## src/rtl/alu_pkg.sv

```systemverilog
// Shared definitions for the ALU iterative multiply/divide controller:
// FSM state encoding, operation codes, iteration constants and the
// result payload type.
package alu_pkg;

  localparam int unsigned WIDTH = 8;
  localparam int unsigned ITER  = 8;
  localparam int unsigned IDX_W = 3;

  localparam logic OP_MUL = 1'b0;
  localparam logic OP_DIV = 1'b1;

  localparam logic [WIDTH-1:0] DBZ_QUOT = 8'hFF;

  typedef enum logic [1:0] {
    IDLE = 2'd0,
    LOAD = 2'd1,
    RUN  = 2'd2,
    DONE = 2'd3
  } state_t;

  // High half: product[15:8] / remainder; low half: product[7:0] / quotient.
  typedef struct packed {
    logic [WIDTH-1:0] hi;
    logic [WIDTH-1:0] lo;
  } muldiv_res_t;

endpackage

```

## src/rtl/muldiv_step.sv

```systemverilog
// Single-iteration combinational datapath shared by multiply and divide.
// Ports:
//   op       : 0 = multiply (shift-add), 1 = divide (restoring)
//   hi       : acc_hi (multiply) / remainder (divide)
//   lo       : acc_lo (multiply) / quotient-in-progress (divide)
//   operand  : multiplicand a (multiply) / divisor b (divide)
//   next_hi  : updated acc_hi / remainder
//   next_lo  : updated acc_lo / quotient
//   q_bit    : quotient bit produced by this divide iteration
module muldiv_step
  import alu_pkg::*;
(
  input  logic             op,
  input  logic [WIDTH-1:0] hi,
  input  logic [WIDTH-1:0] lo,
  input  logic [WIDTH-1:0] operand,
  output logic [WIDTH-1:0] next_hi,
  output logic [WIDTH-1:0] next_lo,
  output logic             q_bit
);

  logic [WIDTH:0]   sum;
  logic [WIDTH:0]   part;
  logic [WIDTH-1:0] diff;

  // The carry out of the add is shifted straight back into acc_hi, so no
  // carry register is needed between iterations.
  // The shifted partial remainder needs 9 bits; after a successful trial
  // subtraction it is below the divisor, so 8-bit wrap-around math is exact.
  always_comb begin
    sum     = {1'b0, hi} + (lo[0] ? {1'b0, operand} : '0);
    part    = {hi, lo[WIDTH-1]};
    diff    = part[WIDTH-1:0] - operand;
    next_hi = '0;
    next_lo = '0;
    q_bit   = 1'b0;
    if (op == OP_MUL) begin
      next_hi = sum[WIDTH:1];
      next_lo = {sum[0], lo[WIDTH-1:1]};
    end else begin
      q_bit   = (part >= {1'b0, operand});
      next_hi = q_bit ? diff : part[WIDTH-1:0];
      next_lo = {lo[WIDTH-2:0], q_bit};
    end
  end

endmodule

```

## src/rtl/seq_muldiv_ctrl.sv

```systemverilog
// Control FSM and registers for the 8-bit iterative unsigned multiply and
// divide. Drives the external 3-bit iteration counter and cross-checks it
// against an internal shadow index.
// Ports:
//   CLK, RST            : clock, synchronous active-high reset
//   start, op, a, b     : request, opcode (0 mul / 1 div), operands
//   cnt_count, cnt_done : iteration counter value and terminal flag
//   cnt_en, cnt_clr     : counter enable and clear
//   busy, valid         : operation in progress, one-cycle result strobe
//   result_hi/lo        : product / remainder,quotient
//   dbz, err            : divide-by-zero flag, sticky counter disagreement
module seq_muldiv_ctrl
  import alu_pkg::*;
(
  input  logic             CLK,
  input  logic             RST,
  input  logic             start,
  input  logic             op,
  input  logic [WIDTH-1:0] a,
  input  logic [WIDTH-1:0] b,
  input  logic [IDX_W-1:0] cnt_count,
  input  logic             cnt_done,
  output logic             cnt_en,
  output logic             cnt_clr,
  output logic             busy,
  output logic             valid,
  output logic [WIDTH-1:0] result_hi,
  output logic [WIDTH-1:0] result_lo,
  output logic             dbz,
  output logic             err
);

  state_t           state_q, state_d;
  logic             op_q;
  logic [WIDTH-1:0] a_q, b_q;
  logic [WIDTH-1:0] hi_q, lo_q;
  logic [IDX_W-1:0] idx_q;
  muldiv_res_t      res_q;
  logic             busy_q, valid_q, cnt_en_q, cnt_clr_q, dbz_q, err_q;

  logic             accept, take_dbz, step_en, capture, err_set;
  logic [WIDTH-1:0] step_hi, step_lo;
  logic             step_q_bit;
  logic             last_idx;

  muldiv_step u_step (
    .op      (op_q),
    .hi      (hi_q),
    .lo      (lo_q),
    .operand ((op_q == OP_MUL) ? a_q : b_q),
    .next_hi (step_hi),
    .next_lo (step_lo),
    .q_bit   (step_q_bit)
  );

  assign last_idx = (idx_q == IDX_W'(ITER - 1));

  // Next-state and control decode.
  always_comb begin
    state_d  = state_q;
    accept   = 1'b0;
    take_dbz = 1'b0;
    step_en  = 1'b0;
    capture  = 1'b0;
    err_set  = 1'b0;
    case (state_q)
      IDLE: begin
        if (start) begin
          accept = 1'b1;
          if (op == OP_DIV && b == '0) begin
            take_dbz = 1'b1;
            state_d  = DONE;
          end else begin
            state_d = LOAD;
          end
        end
      end
      LOAD: state_d = RUN;
      RUN: begin
        step_en = 1'b1;
        if (cnt_count != idx_q) err_set = 1'b1;
        // Finish on the counter's terminal count, or force it when the
        // shadow index runs out; either disagreement is flagged.
        if (cnt_done || last_idx) begin
          capture = 1'b1;
          state_d = DONE;
          if (cnt_done != last_idx) err_set = 1'b1;
        end
      end
      DONE: state_d = IDLE;
      default: state_d = IDLE;
    endcase
  end

  // State, datapath and registered outputs.
  always_ff @(posedge CLK) begin
    if (RST) begin
      state_q   <= IDLE;
      op_q      <= OP_MUL;
      a_q       <= '0;
      b_q       <= '0;
      hi_q      <= '0;
      lo_q      <= '0;
      idx_q     <= '0;
      res_q     <= '0;
      busy_q    <= 1'b0;
      valid_q   <= 1'b0;
      cnt_en_q  <= 1'b0;
      cnt_clr_q <= 1'b0;
      dbz_q     <= 1'b0;
      err_q     <= 1'b0;
    end else begin
      state_q   <= state_d;
      busy_q    <= (state_d == LOAD) || (state_d == RUN);
      valid_q   <= (state_d == DONE);
      cnt_en_q  <= (state_d == RUN);
      cnt_clr_q <= (state_d == LOAD);
      if (accept) begin
        op_q  <= op;
        a_q   <= a;
        b_q   <= b;
        dbz_q <= take_dbz;
      end
      if (take_dbz) res_q <= '{hi: a, lo: DBZ_QUOT};
      if (state_q == LOAD) begin
        hi_q  <= '0;
        lo_q  <= (op_q == OP_MUL) ? b_q : a_q;
        idx_q <= '0;
      end
      if (step_en) begin
        hi_q  <= step_hi;
        lo_q  <= step_lo;
        idx_q <= idx_q + IDX_W'(1);
      end
      if (capture) res_q <= '{hi: step_hi, lo: step_lo};
      if (err_set) err_q <= 1'b1;
    end
  end

  assign cnt_en    = cnt_en_q;
  assign cnt_clr   = cnt_clr_q | RST;
  assign busy      = busy_q;
  assign valid     = valid_q;
  assign result_hi = res_q.hi;
  assign result_lo = res_q.lo;
  assign dbz       = dbz_q;
  assign err       = err_q;

endmodule

```

## config.mk

```make
export PLATFORM = sky130hd
export DESIGN_NAME = seq_muldiv_ctrl
export DESIGN_NICKNAME = d
export VERILOG_FILES = /design/src/rtl/alu_pkg.sv /design/src/rtl/muldiv_step.sv /design/src/rtl/seq_muldiv_ctrl.sv
export SDC_FILE = /design/constraint.sdc
export NUM_CORES = 1
export LEC_CHECK = 0
export CAP_MARGIN = 30
export CORE_MARGIN = 10
export CORE_UTILIZATION = 25
export DETAILED_ROUTE_END_ITERATION = 10
export SYNTH_ARGS = -nofsm -noshare
export SYNTH_HDL_FRONTEND = slang
export SYNTH_SLANG_ARGS = --single-unit
```

## constraint.sdc

```tcl
create_clock -name CLK -period 4.62 [get_ports CLK]
set_input_delay 0.693 -clock CLK [delete_from_list [all_inputs] [get_ports CLK]]
set_output_delay 0.693 -clock CLK [all_outputs]
set_load 0.01 [all_outputs]
```

Word level (Yosys, flattened, before mapping) --
Cells that the tools add are included.
Word-level totals: word-level logic and storage cells 66, output and inout port bits 22, bits of input ports 24, register bits after elaboration 60
Operators by class: multiplexer cells 30, add/subtract/negate cells 3, order comparisons 1, reductions and logical operators 7, equal/unequal tests 9, bitwise gates (word level) 1
Operators with widths (count):
- 2-to-1 mux 8 bit | 10
- 2-to-1 mux 16 bit | 2
- 2-to-1 mux 1 bit | 12
- adder 8 x 9 -> 9 bit | 1
- greater-or-equal comparator 9 x 8 -> 1 bit | 1
- equality test 2 bit (second input constant) | 4
- logical NOT 8 bit | 1
- one-hot mux 2 bit (4 select lines) | 1
- subtractor 8 bit | 1
- 2-to-1 mux 2 bit | 3
- 2-to-1 mux 3 bit | 2
- equality test 2 x 1 -> 1 bit (second input constant) | 2
- nonzero test 2 bit | 2
- adder 3 x 1 -> 3 bit (second input constant) | 1
- equality test 3 bit (second input constant) | 1
- inequality test 3 bit | 1
- logical NOT 2 bit | 1
- logical OR 1 bit | 2
- logical AND 1 bit | 1
- inequality test 1 bit | 1
- OR 1 bit | 1

Depth between registers and ports, before layout --
word-level depth 7, gate-level depth with buffers 13, mapped depth without buffers 11

Modules after synthesis --
A second synthesis with hierarchy kept.
Second synthesis, totals: cells, all modules 437, area total of the unflattened synthesis 3628.5 µm²
By module, submodules not included:
- seq_muldiv_ctrl | area an instance 2662.6 µm², cells each 301, sequential area each 1201.2 µm², times used 1
- muldiv_step | area an instance 965.9 µm², cells each 136, sequential area each 0.0 µm², times used 1

Least setup slack after synthesis --
Ideal clock, no wire load.
path kind register to register, start point reg op_q, end point reg hi_q[7], arrival 2592 ps, slack 1908 ps, library setup time 120 ps, stages on the path, launching flop included 14, required time 4500 ps, path buffers 2, period minus slack after synthesis 2712 ps, cells stage by stage dfxtp_1 -> clkbuf_1 -> clkbuf_8 -> mux2_2 -> and2_1 -> ha_1 -> inv_1 -> fa_1 -> inv_1 -> a21o_1 -> a2111o_1 -> a21oi_1 -> o32ai_1 -> a211o_1
On the way: cells in the longest elaborated chain, start to end 5, elaborated cells on any way between the ends 8, classes of those cells add/sub: 2; order compare: 1; mux: 5
RTL lines:
- from (decl) | RTL line seq_muldiv_ctrl.sv:34 | logic op_q;
- from (signal assigned) | RTL line seq_muldiv_ctrl.sv:119 | op_q <= op;
- 2-to-1 mux 8 bit | RTL line seq_muldiv_ctrl.sv:50 | .operand ((op_q == OP_MUL) ? a_q : b_q),
- 2-to-1 mux 8 bit (tied with other cells) | RTL line muldiv_step.sv:31 | sum = {1'b0, hi} + (lo[0] ? {1'b0, operand} : '0);
- adder 8 x 9 -> 9 bit or 2-to-1 mux 8 bit (tied branches) | RTL line muldiv_step.sv:31, muldiv_step.sv:42
- 2-to-1 mux 8 bit (*) | RTL line muldiv_step.sv:37 | if (op == OP_MUL) begin
- 2-to-1 mux 8 bit (*) | RTL line seq_muldiv_ctrl.sv:130 | if (step_en) begin
- to (signal assigned) | RTL line seq_muldiv_ctrl.sv:131 | hi_q <= step_hi;
- to (decl) | RTL line seq_muldiv_ctrl.sv:36 | logic [WIDTH-1:0] hi_q, lo_q;
Mark *: on every way between the ends. The rest lies on a longest branch, timed or not. A chain may end at the register's enable or synchronous reset.

Final worst setup path --
start point reg op_q, end point reg hi_q[0]
The elaborated chain is that of the path after synthesis.

==> out/metrics.yaml <==
status: "completed"
critPathBufInv: 0
grt_pass1_wl_mm: 16.8
finalClockSkew_ps: 6.69
grt_max_degree: 39
rr_startpoint: "op_q"
final-hold-violation-count: 0
syn_area_um2: 3740
instances_no_fill: 661
ys.flop_type: "dfxtp_1"
drv_cap: 0
required_ps: 4840
nNetsFinal: 523
finalCritPeriodShare_pct: 71.4
crit_cells: 8
setup_violations: 0
grt_pass1_vias: 3292
crit_slowest_cell: "dfxtp_2"
power_w: 0.00252
postLayoutCoreUtil_pct: 31.6
avgSynthCellArea_um2: 8.50
boundaryPins: 46
cp-start-kind: "flop"
ys_ff_latch: 60
grt.total_usage_pct: 10.4
synth_top_area_share_pct: 32.1
holdCritStartpoint: "dbz"
antenna_left: 0
yosysTopAreaCell: "dfxtp_1"
dr.pass1.iters: 5
numCtsBuffers: 9
rr_worst_depth: 8
initial_core_util_pct: 25.6
gp_congestion: 0.888
cts_tree: "built"
worstPathArrival_ps: 3520
crit_chain: "mux2i_1 > ha_1 > a21oi_1 > nand2_1 > o221ai_2 > and2_1 > a211oi_2 > a221o_1"
post_cts_buffers: 0
synth_area_leaders: "dfxtp_1, mux2i_1, ha_1"
post-route-min-period_ps: 3300
hpwl_mm: 7.97
cts.clk_slew.worst_paths_ps: 50
cts-root-buf: "clkbuf_16"
cts.sinks: 60
stdcell_area_um2: 4610
die_w_um: 142
syn_nets: 491
drive_above_1_share_pct: 7.55
ys_types: 62
synth-edff-count: 0
area_growth_pct: 23.2
num_rows: 44
ctsHoldBuffers: 0
max_stage_delay_ps: 810
rrSetupSlack_ps: 1320
crit_path_end_kind: "flop"
worstHoldPathCells: 2
port-buffer-count: 45
num_vias: 3298
drt_drc_violations_left: 0
htreeDepth: 3
max_freq_mhz: 303
post-place-cells: 645
core_area_um2: 14600
rsz0062_at_grt: "no"
dieArea_um2: 20300
worst_pin_slew_ps: 891
diodes: 0
yosys_warnings: 0
powerDensity_nw_per_um2: 547
avgViaCountPerCell: 4.99
fin_tns_setup_ps: 0
placed_area_um2: 4290
startpoint: "op_q"
post_drt_wl_per_cell_um: 16.0
vdd_drop_max_v: 0.000194
min_to: "dbz"
power_leakage_nw: 1.78
postSynthCellCount: 440
timing.rr.end: "hi_q[0]"
antenna_found_initial: 0
die_y_um: 142
cts_resized: 0
worstHoldPathType: "flop to flop"
maxSlewViolCount: 0
drt_iter0_drc: 230
path_class: "flop to flop"
max_slew_margin_pct: 40.6
clk-insertion-delay-late_ps: 340
ys_seq_area_share_pct: 32.1
wl_mm: 10.6
overflow: 0
cts_buffer_depth: 2
cp_top_family: "compound AO/OA/AOI/OAI gates"
crit_path_max_fanout: 38
ys_async_sr_fraction_pct: 0
[cells in the final DEF, fill, tap and decap left out, types with 2 or more instances in the layout]
master | Yosys | final
mux2_2 | 3 | 3
o21a_1 | 3 | 3
nand2b_1 | 4 | 4
mux2i_1 | 32 | 32
ha_1 | 25 | 25
a21oi_1 | 44 | 44
o21ai_1 | 5 | 5
o2111ai_1 | 3 | 3
a32oi_1 | 2 | 2
xnor2_1 | 6 | 6
clkbuf_16 | 0 | 9
clkdlybuf4s50_1 | 0 | 44
a211o_1 | 3 | 3
o32ai_1 | 2 | 2
clkbuf_1 | 16 | 2
nor2_1 | 34 | 34
a31oi_1 | 3 | 3
and2_1 | 3 | 3
a22oi_1 | 3 | 3
dfxtp_1 | 60 | 59
nor2b_1 | 21 | 21
xor2_1 | 6 | 6
or3_1 | 2 | 2
inv_1 | 16 | 16
nor3_1 | 7 | 7
bufinv_16 | 0 | 2
nor4_1 | 2 | 2
a21oi_2 | 2 | 2
a21o_1 | 5 | 5
nand2_1 | 49 | 49
a211oi_1 | 12 | 12
o21ai_0 | 6 | 6
a221oi_1 | 9 | 9
nand3_1 | 10 | 10
a211oi_2 | 2 | 2
fa_1 | 2 | 2
and3_1 | 2 | 2
buf_4 | 0 | 4
[tightest hold or removal path, cell delays in order (launching register included)]
cell and delay (ps):
dfxtp_1 310, nand2_1 60, a21oi_1 60
[cell type report]
type	count	area, um^2
flip-flops and latches	60	1200
repair buffers	49	475
well taps	184	230
inverters	17	63.8
clock inverters	4	72.6
clock buffers	12	246
fillers	1527	9980
multi-input cells	335	2310
[routing by layer]
metal	global-route usage, %	part of all wire, %
met1	13.1	48
met2	16.2	45
met3	3.54	5.9
met4	3.25	1.4
met5	0	0
[kinds of logic (layout without fill, tap and decap cells)]
logic type | after synthesis | count (layout) | share of synthesized area (%)
buffers and inverters | 45 | 82 | 5.99
adders and majority gates | 27 | 27 | 9.43
DFF | 60 | 60 | 32.1
muxes | 35 | 35 | 9.47
xor gates and xnor gates | 12 | 12 | 2.81
and+or+nand+nor | 141 | 141 | 17.8
AOI/OAI and AO/OA | 120 | 120 | 22.4
[power by group]
part / switching, W / internal (W) / leakage, nW
Clock: 0.000233 / 0.000485 / 0.153
Combinational: 0.000630 / 0.000453 / 1.14
Sequential: 0.0000921 / 0.000628 / 0.489
[how the worst max path moves through the flow]
stage                         end  slack (ps)
after floorplan           hi_q[7]        1910
after global placement    hi_q[0]        1440
after detailed placement  hi_q[0]        1370
after CTS                 hi_q[0]        1360
after global routing      hi_q[0]        1110
final                     hi_q[0]        1320
[flip-flops by register name, indices dropped and copies added (netlist names), 2 cells and up]
name	flops
a_q	8
b_q	8
hi_q	8
lo_q	8
result_hi	8
result_lo	8
idx_q	3
state_q	2
[Yosys cell counts, drive strengths merged, types with 2 or more instances]
library cell,n
xnor2,6
mux2i,32
nor2b,21
ha,25
nand2b,4
a211o,3
nand2,50
and3,2
o32ai,3
o21ai,11
or2,2
nor3,7
and2,3
mux2,3
o21a,3
a211oi,14
nor3b,2
dfxtp,60
a32oi,2
clkbuf,19
xor2,6
a31oi,3
inv,16
buf,9
nand3,10
or3,2
a221oi,9
a21oi,46
a21o,6
o2111ai,3
a22oi,4
nor4,2
fa,2
nor2,34
[per-stage QoR]
stage                     setup slack [ps]  hold WS, ps
after floorplan                       1910          444
after global placement                1440          456
after detailed placement              1370          463
after CTS                             1360          473
after global routing                  1110          490
final                                 1320          471
No activity file was read; power rests on OpenSTA's default activity.
